<file path="src/rtl/handshake_tx_ctrl_pkg.sv">
// Shared types and default sizing for the handshake transmit sequencer.
//   hs_tx_state_t : sequencer FSM states
//   HS_WIDTH / HS_DEPTH / HS_TIMEOUT : default parameter values
package hs_pkg;

  typedef enum logic [1:0] {
    IDLE,
    LAUNCH,
    WAIT_HI,
    WAIT_LO
  } hs_tx_state_t;

  localparam int HS_WIDTH   = 32;
  localparam int HS_DEPTH   = 4;
  localparam int HS_TIMEOUT = 256;

endpackage

</file>
<file path="src/rtl/handshake_tx_ctrl_if.sv">
// Producer and handshake-side bus of the transmit sequencer.
//   in_valid/in_ready/in_data : producer valid/ready word stream
//   start                     : one-cycle launch pulse to the handshake
//   xfer_data                 : word held stable for the handshake
//   done                      : handshake completion level (clk domain)
// slave  : the sequencer side
// master : the producer/handshake side
interface handshake_tx_ctrl_if import hs_pkg::*; #(
  parameter int WIDTH = HS_WIDTH
);
  logic             in_valid;
  logic             in_ready;
  logic [WIDTH-1:0] in_data;
  logic             start;
  logic [WIDTH-1:0] xfer_data;
  logic             done;

  modport slave (
    input  in_valid, in_data, done,
    output in_ready, start, xfer_data
  );

  modport master (
    output in_valid, in_data, done,
    input  in_ready, start, xfer_data
  );
endinterface

</file>
<file path="src/rtl/handshake_tx_ctrl_fifo.sv">
// Single-clock FIFO with registered occupancy and a combinational head read.
//   clk, rst_n  : clock, synchronous active-low reset (drops all entries)
//   push, wdata : write request (ignored when full)
//   pop         : release head (ignored when empty)
//   full, empty : registered status
//   level       : occupancy, 0..DEPTH
//   head        : oldest entry, 0 when empty
module sync_fifo import hs_pkg::*; #(
  parameter int WIDTH = HS_WIDTH,
  parameter int DEPTH = HS_DEPTH,
  localparam int AW   = $clog2(DEPTH)
) (
  input  logic             clk,
  input  logic             rst_n,
  input  logic             push,
  input  logic [WIDTH-1:0] wdata,
  input  logic             pop,
  output logic             full,
  output logic             empty,
  output logic [AW:0]      level,
  output logic [WIDTH-1:0] head
);

  // Extra MSB on each pointer separates full from empty after a wrap.
  logic [AW:0]      wr_ptr, rd_ptr;
  logic [WIDTH-1:0] mem [DEPTH];
  logic             do_push, do_pop;

  assign do_push = push && !full;
  assign do_pop  = pop && !empty;

  always_ff @(posedge clk) begin
    if (!rst_n) begin
      wr_ptr <= '0;
      rd_ptr <= '0;
      level  <= '0;
      full   <= 1'b0;
      empty  <= 1'b1;
    end else begin
      if (do_push) wr_ptr <= wr_ptr + 1'b1;
      if (do_pop)  rd_ptr <= rd_ptr + 1'b1;
      case ({do_push, do_pop})
        2'b10: begin
          level <= level + 1'b1;
          full  <= (level == (AW+1)'(DEPTH - 1));
          empty <= 1'b0;
        end
        2'b01: begin
          level <= level - 1'b1;
          full  <= 1'b0;
          empty <= (level == (AW+1)'(1));
        end
        default: ;
      endcase
    end
  end

  // Storage needs no reset: nothing is read while empty.
  always_ff @(posedge clk) begin
    if (do_push) mem[wr_ptr[AW-1:0]] <= wdata;
  end

  assign head = empty ? '0 : mem[rd_ptr[AW-1:0]];

endmodule

</file>
<file path="src/rtl/handshake_tx_ctrl.sv">
// Write-domain sequencer in front of the handshake CDC block. Buffers producer
// words, presents the head word, fires start, follows done high then low and
// pops the word. A per-transfer timeout drops a stuck word and raises a
// sticky error.
//   clk, rst_n  : clock, synchronous active-low reset
//   bus         : producer stream + start/xfer_data/done (slave modport)
//   busy        : FSM not in IDLE
//   level       : FIFO occupancy
//   timeout_err : sticky abort flag, cleared by err_clr
module handshake_tx_ctrl import hs_pkg::*; #(
  parameter int WIDTH   = HS_WIDTH,
  parameter int DEPTH   = HS_DEPTH,
  parameter int TIMEOUT = HS_TIMEOUT
) (
  input  logic                   clk,
  input  logic                   rst_n,
  handshake_tx_ctrl_if.slave     bus,
  output logic                   busy,
  output logic [$clog2(DEPTH):0] level,
  output logic                   timeout_err,
  input  logic                   err_clr
);

  localparam int CW = $clog2(TIMEOUT + 1);

  hs_tx_state_t    state, nxt;
  logic [CW-1:0]   cnt;
  logic            full, empty, pop, abort, launch, at_limit;
  logic [WIDTH-1:0] head;

  sync_fifo #(.WIDTH(WIDTH), .DEPTH(DEPTH)) u_fifo (
    .clk   (clk),
    .rst_n (rst_n),
    .push  (bus.in_valid),
    .wdata (bus.in_data),
    .pop   (pop),
    .full  (full),
    .empty (empty),
    .level (level),
    .head  (head)
  );

  assign bus.in_ready  = !full;
  assign bus.xfer_data = head;
  assign bus.start     = launch;
  assign busy          = (state != IDLE);
  assign at_limit      = (cnt == CW'(TIMEOUT - 1));

  always_ff @(posedge clk) begin
    if (!rst_n) begin
      state       <= IDLE;
      cnt         <= '0;
      timeout_err <= 1'b0;
    end else begin
      state <= nxt;
      if (state == LAUNCH)
        cnt <= '0;
      else if (state == WAIT_HI || state == WAIT_LO)
        cnt <= cnt + CW'(1);
      // A new abort outranks a simultaneous clear.
      if (abort)
        timeout_err <= 1'b1;
      else if (err_clr)
        timeout_err <= 1'b0;
    end
  end

  always_comb begin
    nxt    = state;
    launch = 1'b0;
    pop    = 1'b0;
    abort  = 1'b0;
    case (state)
      IDLE:    if (!empty) nxt = LAUNCH;
      LAUNCH: begin
        launch = 1'b1;
        nxt    = WAIT_HI;
      end
      WAIT_HI: begin
        if (at_limit) begin
          pop   = 1'b1;
          abort = 1'b1;
          nxt   = IDLE;
        end else if (bus.done) begin
          nxt = WAIT_LO;
        end
      end
      WAIT_LO: begin
        // done falling on the limit cycle still counts as a completion.
        if (!bus.done) begin
          pop = 1'b1;
          nxt = IDLE;
        end else if (at_limit) begin
          pop   = 1'b1;
          abort = 1'b1;
          nxt   = IDLE;
        end
      end
      default: nxt = IDLE;
    endcase
  end

endmodule

</file>
<file path="src/flat_wrapper.sv">
// flat-port wrapper written by rule: the top's interface ports become plain ports
module handshake_tx_ctrl_flat import hs_pkg::*;
#(
  parameter int WIDTH   = HS_WIDTH,
  parameter int DEPTH   = HS_DEPTH,
  parameter int TIMEOUT = HS_TIMEOUT
)
  (clk, rst_n, busy, level, timeout_err, err_clr, bus_in_valid, bus_in_data, bus_done, bus_in_ready, bus_start, bus_xfer_data);
  handshake_tx_ctrl_if #(.WIDTH(WIDTH)) bus_i ();
  input  logic clk;
  input  logic rst_n;
  output logic busy;
  output logic [$clog2(DEPTH):0] level;
  output logic timeout_err;
  input  logic err_clr;
  input wire logic [$bits(bus_i.in_valid)-1:0] bus_in_valid;
  input wire logic [$bits(bus_i.in_data)-1:0] bus_in_data;
  input wire logic [$bits(bus_i.done)-1:0] bus_done;
  output wire logic [$bits(bus_i.in_ready)-1:0] bus_in_ready;
  output wire logic [$bits(bus_i.start)-1:0] bus_start;
  output wire logic [$bits(bus_i.xfer_data)-1:0] bus_xfer_data;
  assign bus_i.in_valid = bus_in_valid;
  assign bus_i.in_data = bus_in_data;
  assign bus_i.done = bus_done;
  assign bus_in_ready = bus_i.in_ready;
  assign bus_start = bus_i.start;
  assign bus_xfer_data = bus_i.xfer_data;
  handshake_tx_ctrl #(.WIDTH(WIDTH), .DEPTH(DEPTH), .TIMEOUT(TIMEOUT)) u_core (.clk(clk), .rst_n(rst_n), .bus(bus_i), .busy(busy), .level(level), .timeout_err(timeout_err), .err_clr(err_clr));
endmodule
</file>
<file path="config.mk">
export PLATFORM = sky130hd
export DESIGN_NAME = handshake_tx_ctrl_flat
export DESIGN_NICKNAME = d
export VERILOG_FILES = /design/src/rtl/handshake_tx_ctrl_pkg.sv /design/src/rtl/handshake_tx_ctrl_if.sv /design/src/rtl/handshake_tx_ctrl_fifo.sv /design/src/rtl/handshake_tx_ctrl.sv /design/src/flat_wrapper.sv
export SDC_FILE = /design/constraint.sdc
export NUM_CORES = 1
export LEC_CHECK = 0
export CAP_MARGIN = 20
export CORE_MARGIN = 5
export CORE_UTILIZATION = 50
export DETAILED_ROUTE_END_ITERATION = 7
export HOLD_SLACK_MARGIN = 0.1
export MAX_ROUTING_LAYER = met4
export PLACE_DENSITY = 0.73
export SYNTH_ARGS = -nofsm -noshare
export SYNTH_HDL_FRONTEND = slang
export SYNTH_SLANG_ARGS = --single-unit
</file>
<file path="constraint.sdc">
create_clock -name clk -period 2.7 [get_ports clk]
set_input_delay 0.405 -clock clk [delete_from_list [all_inputs] [get_ports clk]]
set_output_delay 0.405 -clock clk [all_outputs]
set_load 0.02 [all_outputs]
</file>
==> results of run 1 <==
metrics by stage:
stage | total power [uW] | hold WS [ps] | cell area, um2
after floorplan | 2930 | 445 | 5980
after global placement | 3150 | 450 | 6990
after detailed placement | 3160 | 474 | 6990
after CTS | 5760 | 480 | 7650
after global routing | 5910 | 496 | 7680
final | 5710 | 477 | 7690
placed cells by master, fill, tap and decap left out, types with 11 or more instances in the layout:
| cell | instances |
|---|---|
| clkdlybuf4s50_1 | 61 |
| clkbuf_16 | 17 |
| edfxtp_1 | 128 |
| mux4_2 | 32 |
| nor2_1 | 13 |
| dlymetal6s2s_1 | 14 |
| ha_1 | 12 |
| nor2b_1 | 34 |
| dfxtp_1 | 21 |
| inv_1 | 15 |
| nand2_1 | 11 |
sequential cells by signal (all words and copies together), names as in the netlist, named ones only:
| signal | cells |
|---|---|
| u_core.u_fifo.empty | 1 |
| u_core.cnt | 9 |
| u_core.u_fifo.mem | 128 |
| u_core.u_fifo.full | 1 |
| u_core.state | 2 |
| u_core.u_fifo.level | 3 |
| u_core.u_fifo.rd_ptr | 2 |
| u_core.u_fifo.wr_ptr | 2 |
| u_core.timeout_err | 1 |
per-layer routing:
| metal | track usage (%) | vias up |
|---|---|---|
| li1 | - | 1467 |
| met4 | 5.08 | 0 |
| met5 | - | - |
| met1 | 20.0 | 1577 |
| met2 | 26.1 | 85 |
| met3 | 5.03 | 14 |
report_power, final:
group	switching [uW]	internal, uW	total, uW
sequential	32.2	2640	2680
combinational	215	211	426
clock	877	1730	2610
cell type report:
cell class              instances  area (um2)  share of cell area [%]
multi-input cells             155        1530                    19.9
well taps                     147         184                    2.39
diodes                          1        2.50                  0.0326
repair buffers                 89         945                    12.3
inverters                      15        56.3                   0.733
clock inverters                13         226                    2.95
clock buffers                  19         433                    5.63
flip-flops and latches        151        4310                    56.0
critical path, stage by stage, from the launching register on:
cell and delay (ps):
dfxtp_2 360, buf_12 210, mux4_2 510, nor2b_1 150, clkdlybuf4s50_1 560
timing repair:
item | CTS | global route
hold buffers | 0 | 0
setup endpoints to repair | 10 | 14
gates resized for setup | 1 | 14
cells by family (layout without fill, tap and decap cells):
logic type	count (synthesis)	count (layout)	synth area share, %
adders and majority gates	12	12	2.51
muxes	37	37	12.9
other	0	1	0
DFF	151	151	72.0
xor gates and xnor gates	6	6	0.879
buffers and inverters	29	136	2.41
and+or+nand+nor	82	82	7.47
AOI/OAI and AO/OA	18	18	1.80
how the worst min path moves through the flow:
stage                             from             to  slack [ps]  cells past startpoint
6_report                 u_core.cnt[8]  u_core.cnt[8]         480                      2
5_1_grt                  u_core.cnt[8]  u_core.cnt[8]         500                      2
4_1_cts                  u_core.cnt[8]  u_core.cnt[8]         480                      2
3_5_place_dp             u_core.cnt[8]  u_core.cnt[8]         470                      2
3_3_place_gp   u_core.u_fifo.rd_ptr[1]           flop         450                      2
2_1_floorplan  u_core.u_fifo.rd_ptr[1]           flop         450                      2
==> out/results.ini, run 1 <==
[run_status]
status = completed

[grt]
antenna_found_initial = 0
grt.total_usage_pct = 16.3
grt_remaining_overflow = 0
grt_first_pass_wirelength_mm = 17.1
first_global_vias = 3321
grt_max_degree = 30

[logic_synthesis]
synth_common_cells = edfxtp_1 (128), nor2b_1 (34), mux4_2 (32), dfxtp_1 (23), inv_1 (15)
synth_top_area_share_pct = 64.3
synth_edf_count = 128
ys.flop_type = edfxtp_1
synth.most_common_cell = edfxtp_1
synthCells = 335
seq_area_frac_synth_pct = 72.0
synth_area_leaders = edfxtp_1 (64%), mux4_2 (12%), dfxtp_1 (7.7%)
ys_types = 28
async_flop_share_pct = 0
ys_ff_latch = 151
ys_warn_count = 0
postSynthAreaPerCell_um2 = 17.8
synth_area_mm2 = 0.00598
syn-num-nets = 384
synth_top_area_cell = edfxtp_1

[place]
placed_cells = 557
portBuffers = 75
dp_hpwl_mm = 6.66
preCtsSetupSlack_ps = 417
gp_congestion = 0.794

[timing]
setup_viol = 0
skew_ps = 9.21
slew_headroom_pct = 72.0
worst_slack_ps = 86.1
finalCritPeriodShare_pct = 96.8
finalSetupTns_ps = 0
min_period_ps = 2610
worst_slew_pin_slew_ps = 420
rsz0062_at_grt = no
hold_violations = 0
report.final.slew_viol_count = 0
max_freq_mhz = 383

[detailed_routing]
highest_layer = met4
via_per_inst = 5.33
first_iter_violations = 321
drtPass1Iterations = 4
wl_met1_mm = 4.76
antenna_left = 0
dr_wl_met2_mm = 5.43
wirelength_mm = 10.8
wl_met3_um = 524
wire_per_inst_um = 18.4
vias = 3143
drc = 0

[cts]
cts_setup_buffers = 0
cts-root-buf = clkbuf_16
cts_buffers = 17
cts_tree = done
h-tree-depth = 4
clockBufferDepth = 2
clk_pin_slew_worst_paths_ps = 60
cts.sink_count = 151
insertion_delay_ps = 410

[setup_path]
crit_fanout = 20
crit_required_ps = 2300
arrival_ps = 2210
worstReg2RegEnd = u_core.u_fifo.full
r2r_start = u_core.cnt[0]
worstSetupEndpoint = bus_xfer_data[20]
endpoint_kind = output port
rr_worst_depth = 10
startpoint_type = flop
criticalPathCategory = flop to output port
r2r_slack_ps = 380

[min_path]
hold_path_class = flop to flop

[layout]
fillers = 845
drive_above_1_share_pct = 18.6
layout.cells.non_filler = 590
area.growth.synth_to_final_pct = 28.6
fin_util_pct = 64.8
final_nets = 478

[die]
die_y_um = 119
rows = 40
die_area_mm2 = 0.0142
die_w_um = 119
core_mm2 = 0.0119
initial_core_util_pct = 50.4
ios = 76

[flow_run]
maxCapViolCount = 0

[pwr]
p_leak_uw = 0.00277
power_density_mw_per_mm2 = 743
peakVddDrop_mv = 0.421

Note: power is estimated with default switching activity, not from simulation.
==> inputs of run 2 (changes only) <==
- GPL_ROUTABILITY_DRIVEN: default -> 0
==> results of run 2 <==
The final DEF is identical to that of run 1; final timing and power are the same.
